[src/rtl/multi_digit_bcd_sync_cntr.sv]
// Cascaded NDIGITS-digit BCD up/down counter with synchronous load and a sticky wrap flag.
// Define MULTI_DIGIT_BCD_CNTR_SAT_EN to saturate at terminal count instead of wrapping.
module multi_digit_bcd_sync_cntr #(
  parameter int NDIGITS = 4
) (
  input  logic                   clk,
  input  logic                   rst,
  input  logic                   cnt_en,
  input  logic                   up,
  input  logic                   load,
  input  logic [4*NDIGITS-1:0]   I,
  output logic [4*NDIGITS-1:0]   count,
  output logic                   carry,
  output logic                   ovf
);

  logic [4*NDIGITS-1:0] count_q, count_d;
  logic                 ovf_q, ovf_d;
  // lo9[k]/lo0[k]: every digit below k is 9 / 0; index NDIGITS covers the whole word
  logic [NDIGITS:0]     lo9, lo0;
  logic                 tc;
  logic [3:0]           dig;

  always_comb begin
    lo9 = '0;
    lo0 = '0;
    lo9[0] = 1'b1;
    lo0[0] = 1'b1;
    for (int k = 0; k < NDIGITS; k++) begin
      lo9[k+1] = lo9[k] & (count_q[4*k +: 4] == 4'd9);
      lo0[k+1] = lo0[k] & (count_q[4*k +: 4] == 4'd0);
    end
    tc = up ? lo9[NDIGITS] : lo0[NDIGITS];
  end

  assign carry = cnt_en & tc;

  always_comb begin
    count_d = count_q;
    ovf_d   = ovf_q;
    dig     = '0;
    if (load) begin
      for (int k = 0; k < NDIGITS; k++)
        count_d[4*k +: 4] = (I[4*k +: 4] > 4'd9) ? 4'd0 : I[4*k +: 4];
      ovf_d = 1'b0;
    end else if (cnt_en) begin
      if (tc) begin
        ovf_d = 1'b1;
`ifdef MULTI_DIGIT_BCD_CNTR_SAT_EN
        count_d = count_q;
`else
        for (int k = 0; k < NDIGITS; k++)
          count_d[4*k +: 4] = up ? 4'd0 : 4'd9;
`endif
      end else begin
        // Each digit steps when all lower digits sit at their roll point
        for (int k = 0; k < NDIGITS; k++) begin
          dig = count_q[4*k +: 4];
          if (up && lo9[k])
            count_d[4*k +: 4] = (dig >= 4'd9) ? 4'd0 : dig + 4'd1;
          else if (!up && lo0[k])
            count_d[4*k +: 4] = (dig == 4'd0 || dig > 4'd9) ? 4'd9 : dig - 4'd1;
        end
      end
    end
  end

  always_ff @(posedge clk) begin
    if (rst) begin
      count_q <= '0;
      ovf_q   <= 1'b0;
    end else begin
      count_q <= count_d;
      ovf_q   <= ovf_d;
    end
  end

  assign count = count_q;
  assign ovf   = ovf_q;

endmodule

[config.mk]
export PLATFORM = sky130hd
export DESIGN_NAME = multi_digit_bcd_sync_cntr
export DESIGN_NICKNAME = d
export VERILOG_FILES = /design/src/rtl/multi_digit_bcd_sync_cntr.sv
export SDC_FILE = /design/constraint.sdc
export NUM_CORES = 1
export LEC_CHECK = 0
export CAP_MARGIN = 10
export CORE_MARGIN = 2
export CORE_UTILIZATION = 45
export DETAILED_ROUTE_END_ITERATION = 10
export MAX_ROUTING_LAYER = met4
export PLACE_DENSITY = 0.75
export SYNTH_ARGS = -nofsm -noshare
export SYNTH_HDL_FRONTEND = slang
export SYNTH_SLANG_ARGS = --single-unit
[constraint.sdc]
create_clock -name clk -period 3.3 [get_ports clk]
set_input_delay 0.99 -clock clk [delete_from_list [all_inputs] [get_ports clk]]
set_output_delay 0.99 -clock clk [all_outputs]
set_load 0.05 [all_outputs]
==> impl_metrics.tcl, run 1 <==
set metrics [dict create \
    die_h_um 68.15 \
    ys_warn_count 0 \
    rsz0062_at_grt "no" \
    ys_ff_latch 17 \
    status "completed" \
    synth_area_leaders "dfxtp_1, ha_1, nor2_1, o21ai_0, nand2_1" \
    cts_tree "built" \
    cts_hold_buf 0 \
    area_growth_pct 32.84 \
    htree_levels 1 \
    crit_family "simple AND/OR/NAND/NOR gates" \
    arrival_ps 2250 \
    path_cells "buf_2 > nand4b_4 > or4b_4 > nor3_4 > o21a_4 > buf_12" \
    diodes 0 \
    antenna_found_initial 0 \
    first_iter_violations 191 \
    cp_slowest_cell "or4b_4" \
    numCtsBuffers 3 \
    drt-vias-per-instance 5.715 \
    dieWidth_um 68.15 \
    path_class "in2out" \
    synth_top_area_frac 0.1838 \
    fin_setup_tns_ps 0 \
    slew_viol_final 0 \
    setup_viol 0 \
    post-route-period-util 0.9821 \
    fin_ws_ps 59.14 \
    yosysUniqueCellTypes 56 \
    wire_per_inst_um 13.76 \
    numClockSinks 17 \
    min_path_type "reg2reg" \
    fin_cells 362 \
    clock_path_buffers 2 \
    synth_area_leader_cell "dfxtp_1" \
    hold_viol_final 0 \
    post-place-cells 358 \
    period_minus_slack_ps 3241 \
    post-route-util 0.6194 \
    grt_usage 0.2390 \
    start_util 0.4663 \
    grt_pass1_wl_um 8473 \
    grt-ovfl-total 0 \
    max_stage_delay_ps 520 \
    final.setup_skew_ps 2.086 \
    crit_cells 6 \
    nFillCells 372 \
    cts_root_buf "clkbuf_8" \
    reg2reg_depth 10 \
    grt_max_degree 18 \
    yosysMostFrequentCell "nor2_1" \
    crit_path_start_kind "input port" \
    p_per_area_nw_per_um2 336.0 \
    finalWirelength_um 4981 \
    postSynth.asyncResetShare 0 \
    critPathRequiredTime_ps 2310 \
    drive_gt1_frac 0.1314 \
    relSlewSlack 0.5517 \
    grt_pass1_vias 1849 \
    gpl.final_weighted_congestion 0.8780 \
    cp_max_fo 2 \
    ios 39 \
    leakagePower_nw 0.9739 \
    end_kind "output port" \
    dr.pass1.iters 5 \
    dp_slack_ps -413.0 \
    drc 0 \
    io_buffer_count 38 \
    ant_nets 0 \
    clk_pin_slew_ps 70 \
    max_freq_ghz 0.3086 \
    dp.final_hpwl_um 3779 \
    worst_slew_pin_slew_ps 670.4 \
    synth_area_um2 1852 \
    path_buf_inv 2 \
    synth_edf_count 0 \
    ir_drop_uv 255.3 \
    ys.flop_type "dfxtp_1" \
    placementRows 23 \
    avgSynthCellArea_um2 7.014 \
    synth_commonest_cells "nor2_1, nand2_1, o21ai_0, dfxtp_1, inv_1" \
    synth_cells 264 \
    hold_path_depth 2 \
    fp.coreArea_um2 3971 \
    power.total_uw 826.5 \
    die_area_um2 4644 \
    clk_latency_ps 260 \
    vias 2069 \
    synth.net_count 298 \
    layout.nets 347 \
    ys_seq_area_frac 0.1838 \
    max-cap-violations 0 \
]
[cells by family (layout without fill, tap and decap cells)]
family | Yosys count | in the layout | share of synthesized area
adders and majority gates | 13 | 13 | 0.08784
and+or+nand+nor | 112 | 112 | 0.3297
buffers and inverters | 33 | 81 | 0.07432
AOI/OAI and AO/OA | 88 | 88 | 0.3189
muxes | 1 | 1 | 0.005406
DFF | 17 | 17 | 0.1838
[routing by layer]
| metal | wire (µm) | vias to the layer above | GRT usage | share of wire |
|---|---|---|---|---|
| li1 | - | 1072 | - | - |
| met1 | 2466 | 949 | 0.3224 | 0.50 |
| met2 | 2305 | 44 | 0.3799 | 0.46 |
| met3 | 190 | 4 | 0.05263 | 0.038 |
| met4 | 19 | 0 | 0.02250 | 0.0038 |
| met5 | 0 | - | - | 0 |
[power breakdown]
group	internal [mW]	switching [mW]	total (mW)
combinational	0.175	0.235	0.410
sequential	0.224	0.0264	0.250
clock	0.0860	0.0801	0.166
total	0.485	0.341	0.827
[registers in the layout (all words and copies together), names as in the netlist]
name,flops
count,16
ovf,1
[final cells by class]
| type | count | area (µm²) | share of cell area |
|---|---|---|---|
| multi-input combinational | 214 | 1396 | 0.5677 |
| timing repair buffer | 60 | 550.5 | 0.2238 |
| sequential | 17 | 341.6 | 0.1389 |
| inverter | 17 | 63.81 | 0.02594 |
| tap | 50 | 62.56 | 0.02543 |
| clock buffer | 4 | 45.04 | 0.01831 |
[worst paths after layout]
path                                   to      from  slack, ps
worst max-delay path                carry        up         60
worst max register to register  count[13]  count[5]        790
worst min-delay path                  ovf       ovf        500
worst min register to register        ovf       ovf        500
[cells in the final DEF, fill, tap and decap left out, types with 2 or more instances in the layout]
| cell type | n |
|---|---|
| a32oi_1 | 2 |
| a21oi_1 | 13 |
| o21bai_1 | 2 |
| ha_1 | 11 |
| o211ai_1 | 4 |
| nand3b_1 | 3 |
| a22oi_1 | 4 |
| nor3_2 | 2 |
| or3b_2 | 2 |
| a221oi_1 | 3 |
| o22ai_1 | 4 |
| a41oi_1 | 2 |
| clkdlybuf4s50_1 | 36 |
| nor2_1 | 32 |
| nor3_1 | 5 |
| nand2_1 | 23 |
| nor3b_1 | 3 |
| nor2b_1 | 12 |
| clkbuf_8 | 3 |
| inv_1 | 17 |
| a211oi_1 | 7 |
| o21ai_0 | 20 |
| buf_4 | 22 |
| nand3_1 | 10 |
| a31oi_1 | 6 |
| o31ai_1 | 8 |
| a311oi_1 | 3 |
| nand2b_1 | 5 |
| ha_2 | 2 |
| dfxtp_1 | 16 |
| and2_1 | 2 |
[metrics by stage]
step                hold WS [ps]  cell area (µm²)
global placement           478.8             2405
CTS                        506.1             2455
finish                     495.9             2460
global route               558.1             2460
detailed placement         491.4             2405
floorplan                  641.4             1874
[repair_timing]
action / 4_1_cts / 5_1_grt
endpoints found under the setup margin: 1 / 1
resized for setup: 6 / 2
pin swaps: 3 / 2
setup buffers: 0 / 0
[worst reg2reg max path, stage by stage, from the launching register on]
cell and delay [ps]:
dfxtp_1 370, inv_1 130, ha_2 220, nand2_1 130, or4b_4 560, nor3_4 230, buf_4 150, nor3_2 40
buf_4 180, a221oi_1 300, a211oi_1 80
Note: power is estimated with default switching activity, not from simulation.
==> inputs of run 2 (changes only) <==
--- a/config.mk
+++ b/config.mk
@@ -10,7 +10,7 @@
 export CORE_UTILIZATION = 45
 export DETAILED_ROUTE_END_ITERATION = 10
 export MAX_ROUTING_LAYER = met4
-export PLACE_DENSITY = 0.75
+export PLACE_DENSITY = 0.72
 export SYNTH_ARGS = -nofsm -noshare
 export SYNTH_HDL_FRONTEND = slang
 export SYNTH_SLANG_ARGS = --single-unit
==> constraint.sdc (replaced) <==
create_clock -name clk -period 3 [get_ports clk]
set_input_delay 0.9 -clock clk [delete_from_list [all_inputs] [get_ports clk]]
set_output_delay 0.9 -clock clk [all_outputs]
set_load 0.05 [all_outputs]
==> impl_metrics.tcl, run 2 (synthesis gave the netlist of run 1 again) <==
set metrics [dict create \
    ir_drop_uv 252.7 \
    max-cap-violations 0 \
    period_minus_slack_ps 3010 \
    htree_levels 1 \
    hold_path_depth 2 \
    cts_root_buf "clkbuf_8" \
    clk_pin_slew_ps 70 \
    min_path_type "reg2reg" \
    dieWidth_um 68.15 \
    end_kind "output port" \
    rsz0062_at_grt "yes" \
    cp_max_fo 2 \
    drt-vias-per-instance 5.816 \
    final.setup_skew_ps 2.501 \
    vias 2181 \
    grt_max_degree 18 \
    reg2reg_depth 12 \
    die_area_um2 4644 \
    path_class "in2out" \
    crit_path_start_kind "input port" \
    dp.final_hpwl_um 3950 \
    post-route-util 0.6478 \
    numClockSinks 17 \
    p_per_area_nw_per_um2 359.4 \
    largest_register_ffs 16 \
    die_h_um 68.15 \
    start_util 0.4663 \
    grt_usage 0.2562 \
    worst_slew_pin_slew_ps 635.5 \
    final_common_cell "clkdlybuf4s50_1" \
    drc 0 \
    hold_viol_final 0 \
    clock_path_buffers 2 \
    leakagePower_nw 1.045 \
    numCtsBuffers 3 \
    diodes 0 \
    ant_nets 0 \
    reg2reg_slack_ps 460 \
    wire_per_inst_um 13.99 \
    slew_viol_final 0 \
    grt_pass1_vias 2001 \
    setup_viol 1 \
    area_growth_pct 38.92 \
    finalWirelength_um 5248 \
    dr.pass1.iters 4 \
    fp.coreArea_um2 3971 \
    antenna_found_initial 0 \
    post-place-cells 368 \
    io_buffer_count 38 \
    final_cell_mix "clkdlybuf4s50_1, buf_4, nor2_1" \
    relSlewSlack 0.5750 \
    cts_tree "built" \
    fin_cells 375 \
    first_iter_violations 210 \
    grt-ovfl-total 0 \
    max_freq_ghz 0.3322 \
    reg2reg_from "count[5]" \
    clk_latency_ps 250 \
    ios 39 \
    post-route-period-util 1.003 \
    hp-start "ovf" \
    power.total_uw 924.5 \
    drive_gt1_frac 0.1785 \
    critPathRequiredTime_ps 2100 \
    rr_endpoint "count[14]" \
    fin_ws_ps -10.28 \
    placementRows 23 \
    grt_pass1_wl_um 9004 \
    hold_end "ovf" \
    status "finished, violations left" \
    violations "negative setup slack" \
    gpl.final_weighted_congestion 0.8843 \
    arrival_ps 2110 \
    layout.nets 360 \
]
-- run 2: area by class of cell --
class                           count  area (µm²)
Timing Repair Buffer               73       658.1
Clock buffer                        4       45.04
Tap cell                           50       62.56
Inverter                           17       63.81
Multi-Input combinational cell    214        1399
Fill cell                         359        1399
Sequential cell                    17       344.1
-- run 2: critical path, stage by stage --
cell,delay (ps)
buf_8,80
nand4b_4,100
or4b_4,520
nor3_4,230
o21a_4,170
buf_12,130
-- run 2: worst max path at each step --
| stage | cells after the start | end | slack, ps | startpoint |
|---|---|---|---|---|
| after CTS | 6 | carry | -50 | up |
| after detailed placement | 6 | carry | -540 | up |
| after global placement | 6 | carry | -530 | up |
| after floorplan | 6 | carry | -170 | up |
| after global routing | 6 | carry | -70 | up |
| final | 6 | carry | -10 | up |
-- run 2: what timing repair did --
action                     in CTS  in global routing
pin swaps                       3                  2
setup endpoints to repair       1                  1
cloned                          0                  0
hold buffers                    0                  0
gates resized for setup         9                  4
buffers inserted                2                  1
-- run 2: stage by stage --
step	area (µm²)	hold WS (ps)	worst slack, ps	TNS (ps)
floorplan	1877	639.2	-166.1	-166.1
global placement	2482	479.3	-534.7	-1444
detailed placement	2482	482.1	-537.8	-1681
CTS	2557	491.1	-47.40	-47.40
global route	2572	538.0	-68.80	-68.80
finish	2572	489.6	-10.28	-10.28
-- run 2: where the power goes --
part           internal [mW]  leakage [nW]  switching (mW)
registers              0.247         0.142          0.0214
clock network         0.0943        0.0228          0.0806
logic                  0.208         0.881           0.273
-- run 2: per-layer routing --
layer | vias up | wire (µm) | track usage
li1 | 1093 | - | -
met1 | 1003 | 2417 | 0.3429
met2 | 77 | 2410 | 0.4078
met3 | 8 | 354 | 0.04276
met4 | 0 | 65 | 0.05000
met5 | - | 0 | -
==> inputs of run 3 (changes only) <==
--- a/config.mk
+++ b/config.mk
@@ -5,9 +5,11 @@
 export SDC_FILE = /design/constraint.sdc
 export NUM_CORES = 1
 export LEC_CHECK = 0
+export ABC_AREA = 1
 export CAP_MARGIN = 10
 export CORE_MARGIN = 2
 export CORE_UTILIZATION = 45
+export CTS_CLUSTER_SIZE = 8
 export DETAILED_ROUTE_END_ITERATION = 10
 export MAX_ROUTING_LAYER = met4
 export PLACE_DENSITY = 0.72
==> constraint.sdc (replaced) <==
create_clock -name clk -period 2.9 [get_ports clk]
set_input_delay 0.87 -clock clk [delete_from_list [all_inputs] [get_ports clk]]
set_output_delay 0.87 -clock clk [all_outputs]
set_load 0.05 [all_outputs]
==> impl_metrics.tcl, run 3 <==
set metrics [dict create \
    cp_max_fo 3 \
    final_common_cell "nand2_1" \
    cts_tree "built" \
    reg2reg_slack_ps 1000 \
    sw_frac_of_total 0.4522 \
    yosysMostFrequentCell "nand2_1" \
    globalRouteMet3Util 0.03409 \
    path_class "in2out" \
    internal_power_uw 556.1 \
    synth.net_count 347 \
    max_freq_ghz 0.3584 \
    drt-vias-per-instance 5.153 \
    cts_root_buf "clkbuf_8" \
    min_path_type "reg2reg" \
    hold-worst-slack_ps 527.2 \
    synth_area_leader_cell "dfxtp_1" \
    setup_viol 0 \
    status "completed" \
    avgSynthCellArea_um2 6.060 \
    rsz0062_at_grt "no" \
    hold_viol_final 0 \
    finalWirelength_um 4913 \
    numCtsBuffers 3 \
    seq_area_um2 340.3 \
    reg2reg_depth 13 \
    layout.nets 397 \
    grt_max_degree 16 \
    numClockSinks 17 \
    ys.flop_type "dfxtp_1" \
    vias 2123 \
    ys_ff_latch 17 \
    synth_edf_count 0 \
    power_frac_comb 0.512 \
    rr_endpoint "count[15]" \
    postSynth.asyncResetShare 0 \
    dp.final_hpwl_um 3775 \
    grt-ovfl-total 0 \
    multi_input_area_um2 1423 \
    period_minus_slack_ps 2790 \
    power.total_mw 1.015 \
    end_kind "output port" \
    place_area_um2 2410 \
    ys_seq_area_frac 0.1794 \
    clk_pin_slew_ps 80 \
    drive_gt1_frac 0.1271 \
    start_util 0.4708 \
    pwr-share-clk 0.196 \
    grt_util_met2 0.4014 \
    wire_per_inst_um 11.92 \
    slew_viol_final 0 \
    ios 39 \
    synth_area_leaders "dfxtp_1, nand2_1, nand3_1, ha_1, nor2_1" \
    htree_levels 1 \
    arrival_ps 1920 \
    final_cell_mix "nand2_1, nand3_1, clkdlybuf4s50_1" \
    switchingPower_uw 459.1 \
    dieWidth_um 68.93 \
    antenna_found_initial 0 \
    clk_latency_ps 270 \
    diodes 0 \
    first_iter_violations 137 \
    crit_path_start_kind "input port" \
    grt_pass1_wl_um 8438 \
    dr.pass1.iters 4 \
    die_area_um2 4751 \
    reg2reg_from "count[8]" \
    placementRows 23 \
    ant_nets 0 \
    cts_hold_buf 0 \
    synth_area_um2 1897 \
    grt_usage 0.2420 \
    worst_slew_pin_slew_ps 503.9 \
    area_growth_pct 31.86 \
    gpl.final_weighted_congestion 0.9051 \
    synth_top_area_frac 0.1794 \
    worstSetupEndpoint "carry" \
    critPathRequiredTime_ps 2030 \
    p_seq_frac 0.292 \
    fin_ws_ps 110.1 \
    synth_cells 313 \
    fp.coreArea_um2 4029 \
    synth_commonest_cells "nand2_1, nand3_1, nor2_1, inv_1, o21ai_0" \
    io_buffer_count 38 \
    relSlewSlack 0.6630 \
    yosysUniqueCellTypes 30 \
    post-route-period-util 0.9620 \
    busiest_layer "met2" \
    leakagePower_nw 1.202 \
    ir_drop_uv 235.4 \
    post-route-util 0.6208 \
    drc 0 \
    dp_slack_ps -125.6 \
    die_h_um 68.93 \
    crit_start "up" \
    grt_pass1_vias 1908 \
    gr-usage-met1 0.3061 \
    largest_register_ffs 16 \
    nFillCells 385 \
    p_per_area_nw_per_um2 405.9 \
    final.setup_skew_ps 0.9293 \
    ys_warn_count 0 \
    postLayoutCellArea_um2 2501 \
    max-cap-violations 0 \
    clock_path_buffers 2 \
]
[run 3: cell count changes after synthesis, sizes merged, moves of 8 or more]
cell,delta
nand2,+70
nand3,+46
inv,+16
nor2b,-12
clkbuf,-9
nor3,-8
o31ai,-8
[run 3: worst min-delay path by stage]
stage,start,to,depth (start not counted)
5_1_grt,ovf,ovf,2
3_3_place_gp,ovf,ovf,2
3_5_place_dp,ovf,ovf,2
6_report,ovf,ovf,2
2_1_floorplan,count[10],count[10],2
4_1_cts,ovf,ovf,2
[run 3: kinds of logic (layout without fill, tap and decap cells)]
| family | Yosys count | count (layout) | share of synthesized area |
|---|---|---|---|
| DFF | 17 | 17 | 0.1794 |
| and+or+nand+nor | 194 | 194 | 0.4881 |
| xor gates and xnor gates | 11 | 11 | 0.05079 |
| adders and majority gates | 13 | 13 | 0.08575 |
| buffers and inverters | 40 | 89 | 0.08311 |
| AOI/OAI and AO/OA | 38 | 38 | 0.1128 |
[run 3: area by class of cell]
| cell class | count | area share |
|---|---|---|
| Inverter | 33 | 0.04952 |
| Clock buffer | 4 | 0.01801 |
| Multi-Input combinational cell | 256 | 0.5688 |
| Sequential cell | 17 | 0.1361 |
| Timing Repair Buffer | 52 | 0.2026 |
| Tap cell | 50 | 0.02501 |
[run 3: critical path: stages]
cell and delay, ps:
dlygate4sd2_1 250, inv_2 120, nand3_4 100, nor2_4 110, nand3_2 100, a21boi_4 220, buf_12 160
[run 3: power groups by stage]
stage | clock [mW] | combinational (mW) | sequential, mW
final | 0.199 | 0.520 | 0.296
after global routing | 0.206 | 0.584 | 0.302
after CTS | 0.200 | 0.518 | 0.296
after detailed placement | 0 | 0.507 | 0.302
after global placement | 0 | 0.504 | 0.302
after floorplan | 0 | 0.285 | 0.372
[run 3: what timing repair did]
item,CTS,global route
setup endpoints to repair,1,0
gates resized for setup,4,0
setup buffers,2,0
endpoints found under the hold margin,0,0
[run 3: layer usage]
layer	routed length, µm	vias to the layer above
li1	-	1127
met1	2294	933
met2	2293	58
met3	272	5
met4	53	0
met5	0	-
[run 3: metrics by stage]
stage,instances,TNS [ps]
floorplan,313,0
global placement,406,-88.89
detailed placement,406,-125.6
CTS,412,0
global route,412,0
finish,412,0
